## src/rtl/fishingrod_pkg.sv

```systemverilog
// Shared definitions for the Fishingrod host I/O stage: word geometry,
// controller states and a block word-select helper.
package fishingrod_pkg;

    localparam int unsigned WORD_W = 16;
    localparam int unsigned NWORDS = 8;
    localparam int unsigned BLK_W  = 128;

    typedef enum logic [2:0] {
        ST_IDLE,
        ST_LOAD,
        ST_WAIT,
        ST_COLLECT,
        ST_HOLD
    } state_t;

    // Word idx of a block, word 0 being the most significant 16 bits.
    function automatic logic [WORD_W-1:0] word_of(input logic [BLK_W-1:0] blk,
                                                  input int unsigned       idx);
        return blk[BLK_W-1-WORD_W*idx -: WORD_W];
    endfunction

endpackage

```

## src/rtl/fishingrod_word_shift.sv

```systemverilog
// Block register with parallel load and word-wide shift toward the MSB end;
// new words enter at the LSB end. Clear has priority over load and shift.
module fishingrod_word_shift
    import fishingrod_pkg::*;
#(
    parameter int unsigned W  = BLK_W,
    parameter int unsigned SW = WORD_W
) (
    input  logic          ck,
    input  logic          i_clr,
    input  logic          i_load,
    input  logic [W-1:0]  i_load_val,
    input  logic          i_shift,
    input  logic [SW-1:0] i_shift_in,
    output logic [W-1:0]  o_q
);

    logic [W-1:0] r_q;

    // Clear / load / shift register.
    always_ff @(posedge ck) begin
        if (i_clr) begin
            r_q <= '0;
        end else if (i_load) begin
            r_q <= i_load_val;
        end else if (i_shift) begin
            r_q <= {r_q[W-SW-1:0], i_shift_in};
        end
    end

    assign o_q = r_q;

endmodule

```

## src/rtl/fishingrod_io_stage.sv

```systemverilog
// Host interface around the Fishingrod core: accepts a 128-bit plaintext and
// key, streams them to the core as eight 16-bit words, gathers eight result
// words and offers the 128-bit ciphertext downstream.
// Optional watchdog: define FISHINGROD_IO_TIMEOUT_EN.
module fishingrod_io_stage
    import fishingrod_pkg::*;
#(
    parameter int unsigned TIMEOUT_CYC = 64
) (
    input  logic              ck,
    input  logic              rst,
    input  logic              blk_valid,
    output logic              blk_ready,
    input  logic [BLK_W-1:0]  blk_pt,
    input  logic [BLK_W-1:0]  blk_key,
    output logic              start,
    output logic [WORD_W-1:0] inp,
    output logic [WORD_W-1:0] key,
    input  logic              core_ready,
    input  logic [WORD_W-1:0] core_out,
    output logic              res_valid,
    input  logic              res_ready,
    output logic [BLK_W-1:0]  res_ct,
    output logic              busy,
    output logic              err
);

    if (TIMEOUT_CYC < 2) begin : g_bad_timeout
        $error("fishingrod_io_stage: TIMEOUT_CYC must be at least 2");
    end

    state_t            r_state;
    logic [2:0]        r_cnt;
    logic              r_start;
    logic [WORD_W-1:0] r_inp;
    logic [WORD_W-1:0] r_key;
    logic              r_res_valid;

    logic [BLK_W-1:0]  w_pt_q;
    logic [BLK_W-1:0]  w_key_q;
    logic [BLK_W-1:0]  w_col_q;
    logic              w_accept;
    logic              w_capture;
    logic              w_done;
    logic              w_abort;
    logic              w_col_clr;

    assign w_accept  = (r_state == ST_IDLE) && blk_valid;
    assign w_capture = ((r_state == ST_WAIT) || (r_state == ST_COLLECT)) && core_ready;
    assign w_done    = (r_state == ST_COLLECT) && core_ready && (r_cnt == 3'd7);
    assign w_col_clr = rst | w_abort;

`ifdef FISHINGROD_IO_TIMEOUT_EN
    localparam int unsigned TMO_W = $clog2(TIMEOUT_CYC + 1);

    logic [TMO_W-1:0] r_tmo;
    logic             r_err;

    // Completing the last word wins over a watchdog hit in the same cycle.
    assign w_abort = ((r_state == ST_WAIT) || (r_state == ST_COLLECT)) &&
                     (r_tmo == TMO_W'(TIMEOUT_CYC - 1)) && !w_done;

    // Watchdog counter over WAIT/COLLECT and sticky error flag.
    always_ff @(posedge ck) begin
        if (rst) begin
            r_tmo <= '0;
            r_err <= 1'b0;
        end else begin
            if (w_abort) begin
                r_err <= 1'b1;
            end else if (w_accept) begin
                r_err <= 1'b0;
            end
            if (((r_state == ST_WAIT) || (r_state == ST_COLLECT)) && !w_done && !w_abort) begin
                r_tmo <= r_tmo + TMO_W'(1);
            end else begin
                r_tmo <= '0;
            end
        end
    end

    assign err = r_err;
`else
    assign w_abort = 1'b0;
    assign err     = 1'b0;
`endif

    fishingrod_word_shift #(.W(BLK_W), .SW(WORD_W)) u_pt_sh (
        .ck         (ck),
        .i_clr      (rst),
        .i_load     (w_accept),
        .i_load_val (blk_pt),
        .i_shift    (r_state == ST_LOAD),
        .i_shift_in ('0),
        .o_q        (w_pt_q)
    );

    fishingrod_word_shift #(.W(BLK_W), .SW(WORD_W)) u_key_sh (
        .ck         (ck),
        .i_clr      (rst),
        .i_load     (w_accept),
        .i_load_val (blk_key),
        .i_shift    (r_state == ST_LOAD),
        .i_shift_in ('0),
        .o_q        (w_key_q)
    );

    fishingrod_word_shift #(.W(BLK_W), .SW(WORD_W)) u_col_sh (
        .ck         (ck),
        .i_clr      (w_col_clr),
        .i_load     (1'b0),
        .i_load_val ('0),
        .i_shift    (w_capture),
        .i_shift_in (core_out),
        .o_q        (w_col_q)
    );

    // Controller FSM. inp/key are registered one word ahead: the serialiser
    // holds word cnt at its top, so word cnt+1 is index 1 of its contents.
    always_ff @(posedge ck) begin
        if (rst) begin
            r_state     <= ST_IDLE;
            r_cnt       <= '0;
            r_start     <= 1'b0;
            r_inp       <= '0;
            r_key       <= '0;
            r_res_valid <= 1'b0;
        end else begin
            r_start <= 1'b0;
            case (r_state)
                ST_IDLE: begin
                    if (blk_valid) begin
                        r_state <= ST_LOAD;
                        r_cnt   <= '0;
                        r_start <= 1'b1;
                        r_inp   <= word_of(blk_pt, 0);
                        r_key   <= word_of(blk_key, 0);
                    end
                end
                ST_LOAD: begin
                    r_cnt <= r_cnt + 3'd1;
                    if (r_cnt == 3'd7) begin
                        r_state <= ST_WAIT;
                        r_inp   <= '0;
                        r_key   <= '0;
                    end else begin
                        r_inp <= word_of(w_pt_q, 1);
                        r_key <= word_of(w_key_q, 1);
                    end
                end
                ST_WAIT: begin
                    if (w_abort) begin
                        r_state <= ST_IDLE;
                        r_cnt   <= '0;
                    end else if (core_ready) begin
                        r_state <= ST_COLLECT;
                        r_cnt   <= 3'd1;
                    end
                end
                ST_COLLECT: begin
                    if (w_abort) begin
                        r_state <= ST_IDLE;
                        r_cnt   <= '0;
                    end else if (core_ready) begin
                        r_cnt <= r_cnt + 3'd1;
                        if (r_cnt == 3'd7) begin
                            r_state     <= ST_HOLD;
                            r_res_valid <= 1'b1;
                        end
                    end
                end
                ST_HOLD: begin
                    if (res_ready) begin
                        r_state     <= ST_IDLE;
                        r_res_valid <= 1'b0;
                    end
                end
                default: begin
                    r_state <= ST_IDLE;
                    r_cnt   <= '0;
                end
            endcase
        end
    end

    assign blk_ready = (r_state == ST_IDLE);
    assign busy      = (r_state != ST_IDLE);
    assign start     = r_start;
    assign inp       = r_inp;
    assign key       = r_key;
    assign res_valid = r_res_valid;
    assign res_ct    = w_col_q;

endmodule

```

## config.mk

```make
export PLATFORM = sky130hd
export DESIGN_NAME = fishingrod_io_stage
export DESIGN_NICKNAME = d
export VERILOG_FILES = /design/src/rtl/fishingrod_pkg.sv /design/src/rtl/fishingrod_word_shift.sv /design/src/rtl/fishingrod_io_stage.sv
export SDC_FILE = /design/constraint.sdc
export NUM_CORES = 1
export LEC_CHECK = 0
export CAP_MARGIN = 20
export CORE_MARGIN = 2
export CORE_UTILIZATION = 49
export CTS_BUF_LIST = sky130_fd_sc_hd__clkbuf_8
export DETAILED_ROUTE_END_ITERATION = 6
export GPL_ROUTABILITY_DRIVEN = 0
export GPL_TIMING_DRIVEN = 0
export PLACE_DENSITY_LB_ADDON = 0.1
export SKIP_CTS_REPAIR_TIMING = 1
export SLEW_MARGIN = 10
export SYNTH_ARGS = -nofsm -noshare
export SYNTH_HDL_FRONTEND = slang
export SYNTH_SLANG_ARGS = --single-unit
```

## constraint.sdc

```tcl
create_clock -name ck -period 2.2 [get_ports ck]
set_input_delay 0.44 -clock ck [delete_from_list [all_inputs] [get_ports ck]]
set_output_delay 0.44 -clock ck [all_outputs]
set_load 0.01 [all_outputs]
```

==> results.py <==
metrics = {
    "critical_path": {
        "crit_path_end_kind": "output port",
        "crit_required_ns": 1.76,
        "r2r_cells": 6,
        "crit_type": "register to output port",
        "cp.arrival_ns": 1.67,
        "cp-start-kind": "register",
        "cp_max_fo": 10,
        "r2r_setup_slack_ns": 0.12,
    },
    "synth": {
        "synth-edff-count": 0,
        "syn_area_um2": 15300,
        "async_flop_share_pct": 0,
        "seq_area_frac_synth_pct": 51.4,
        "ys_types": 29,
        "synthCells": 1912,
        "synth_nets": 2191,
        "yosysWarnings": 0,
        "syn_avg_cell_area_um2": 7.99,
        "ys_ff_latch": 392,
        "synth-main-ff-cell": "dfxtp_1",
    },
    "detailed_routing": {
        "drcViolationCount": 0,
        "dr.pass1.iters": 5,
        "num_vias": 15700,
        "wl_per_cell_um": 18.5,
        "viasPerCell": 5.49,
        "routed_wl_um": 53100,
        "drt_iter0_drc": 1333,
        "wl_met3_um": 4640,
        "wl_met2_um": 23900,
        "ant_nets": 0,
        "top_layer": "met5",
        "wl_met1_um": 22700,
    },
    "placed_design": {
        "placement.io_buffers": 439,
        "dp_hpwl_um": 40900,
        "dpl_worst_slack_ns": -0.562,
    },
    "hold_path": {
        "min_path_type": "input pin to register",
        "hold_depth": 3,
    },
    "global_route": {
        "grt-ovfl-total": 0,
        "grt_pass1_vias": 15100,
        "globalRouteTotalUtil_pct": 30.9,
        "antenna_found_initial": 9,
        "grt_max_degree": 11,
        "grt_pass1_wl_um": 80700,
    },
    "floorplan": {
        "dieArea_um2": 32600,
        "die_w_um": 181,
        "start_util_pct": 49.8,
        "pin_count": 442,
        "core_area_um2": 30700,
        "num_rows": 64,
        "dieHeight_um": 181,
    },
    "clock_network": {
        "cts.sinks": 392,
        "cts_root_buf": "clkbuf_8",
        "cts_made_buffers": 66,
        "clk_pin_slew_ns": 0.06,
        "clockBufferDepth": 3,
        "h-tree-depth": 3,
        "cts_tree": "done",
        "insertion_delay_ns": 0.59,
    },
    "sta": {
        "finalMaxSlewViolations": 0,
        "finalHoldViolCount": 0,
        "setup_viol": 0,
        "max_freq_mhz": 474,
        "post-route-period-util_pct": 95.9,
        "rsz0062_at_grt": "false",
        "tightest_slew_ns": 0.735,
        "finalCriticalPeriod_ns": 2.11,
        "hold_ws_ns": 0.391,
        "finClkSkew_ns": 0.0313,
        "layout_setup_ws_ns": 0.0908,
        "relSlewSlack_pct": 51.0,
    },
    "cells_and_area": {
        "nNetsFinal": 2698,
        "fin_util_pct": 70.2,
        "drive_gt1_share_pct": 7.37,
        "area_growth_pct": 40.8,
    },
    "outcome": {
        "status": "completed",
    },
    "power": {
        "vdd_drop_max_mv": 0.413,
        "power_density_nw_per_um2": 748,
        "p_total_mw": 16.1,
        "leakage_nw": 7.68,
    },
    "job": {
        "max-cap-violations": 0,
    },
}
==> synth_stat cells, types with 3 or more instances <==
library cell | instances | area share, %
inv_1 | 4 | 0.098
nor2_1 | 179 | 4.4
a311oi_1 | 206 | 12
clkbuf_1 | 98 | 2.4
a21oi_1 | 186 | 6.1
a22o_1 | 32 | 1.8
dfxtp_1 | 392 | 51
nor2b_1 | 3 | 0.12
a22oi_1 | 18 | 0.88
buf_4 | 5 | 0.25
buf_2 | 74 | 2.4
nand2_1 | 692 | 17
==> critical path: stages, from the launching register on <==
cell and delay (ns):
dfxtp_2 0.35, clkbuf_4 0.18, nor3_2 0.24, inv_1 0.10, dlymetal6s2s_1 0.22
==> cell type report <==
class	instances	area [um2]
clock inverter	33	153
antenna	5	12.5
fill	2535	9150
tap	396	495
clock buffer	85	1170
timing repair buffer	439	4400
multi-input combinational	1339	6640
buffer	177	782
inverter	4	15.0
sequential	392	7850
==> final timing paths <==
kind	startpoint	endpoint
worst max-delay path	r_state[0]$_SDFFE_PP0P_	busy
worst min-delay path	core_out[6]	u_col_sh.o_q[6]$_SDFFE_PP0P_
worst max register to register	r_state[2]$_SDFFE_PP0P_	u_pt_sh.o_q[107]$_SDFFE_PP0P_
worst min register to register	u_col_sh.o_q[113]$_SDFFE_PP0P_	u_col_sh.o_q[113]$_SDFFE_PP0P_
==> layout by cell type (no fill, tap or decap), drive strengths merged, types with 3 or more instances in the layout <==
| cell type | n |
|---|---|
| a21oi | 186 |
| a22o | 32 |
| a22oi | 18 |
| a311oi | 206 |
| buf | 78 |
| clkbuf | 184 |
| clkdlybuf4s50 | 437 |
| clkinv | 5 |
| dfxtp | 392 |
| diode | 5 |
| inv | 32 |
| nand2 | 692 |
| nor2 | 179 |
| nor2b | 3 |
| nor3 | 3 |
| nor3b | 4 |
==> routing by layer <==
layer | vias up | track usage (%)
met5 | - | 0
met4 | 8 | 12.1
met3 | 130 | 8.19
met2 | 720 | 48.7
met1 | 7270 | 40.5
li1 | 7615 | -
==> power breakdown <==
part           switching (mW)  internal [mW]  leakage [nW]  total (mW)
Clock                    2.95           3.48         0.778        6.43
Sequential              0.237           7.49          3.21        7.73
Combinational            1.01          0.934          3.69        1.94
Total                    4.19           11.9          7.68        16.1
==> registers in the layout, indices dropped and copies added (netlist names) <==
| register | cells |
|---|---|
| u_col_sh.o_q | 128 |
| u_key_sh.o_q | 112 |
| u_pt_sh.o_q | 112 |
| inp | 16 |
| key | 16 |
| r_cnt | 3 |
| r_state | 3 |
| res_valid | 1 |
| start | 1 |
==> through the flow <==
| step | std cells | instance area [um2] | setup TNS, ns |
|---|---|---|---|
| 2_1_floorplan | 1912 | 15300 | 0 |
| 3_3_place_gp | 2747 | 20200 | -78.55 |
| 3_5_place_dp | 2747 | 20200 | -86.61 |
| 4_1_cts | 2865 | 21500 | -0.551 |
| 5_1_grt | 2869 | 21500 | 0 |
| 6_report | 2870 | 21500 | 0 |
==> kinds of logic (layout without fill, tap and decap cells) <==
kind of cell	after synthesis	in the layout	share of synthesized area (%)
AO/OA/AOI/OAI	447	447	20.9
buffers and inverters	181	738	5.18
AND/OR/NAND/NOR	889	889	22.4
other	1	6	0.0245
flip-flops	392	392	51.4
adder cells (fa/ha/maj)	2	2	0.164
Power figures use the tool's default switching activity.
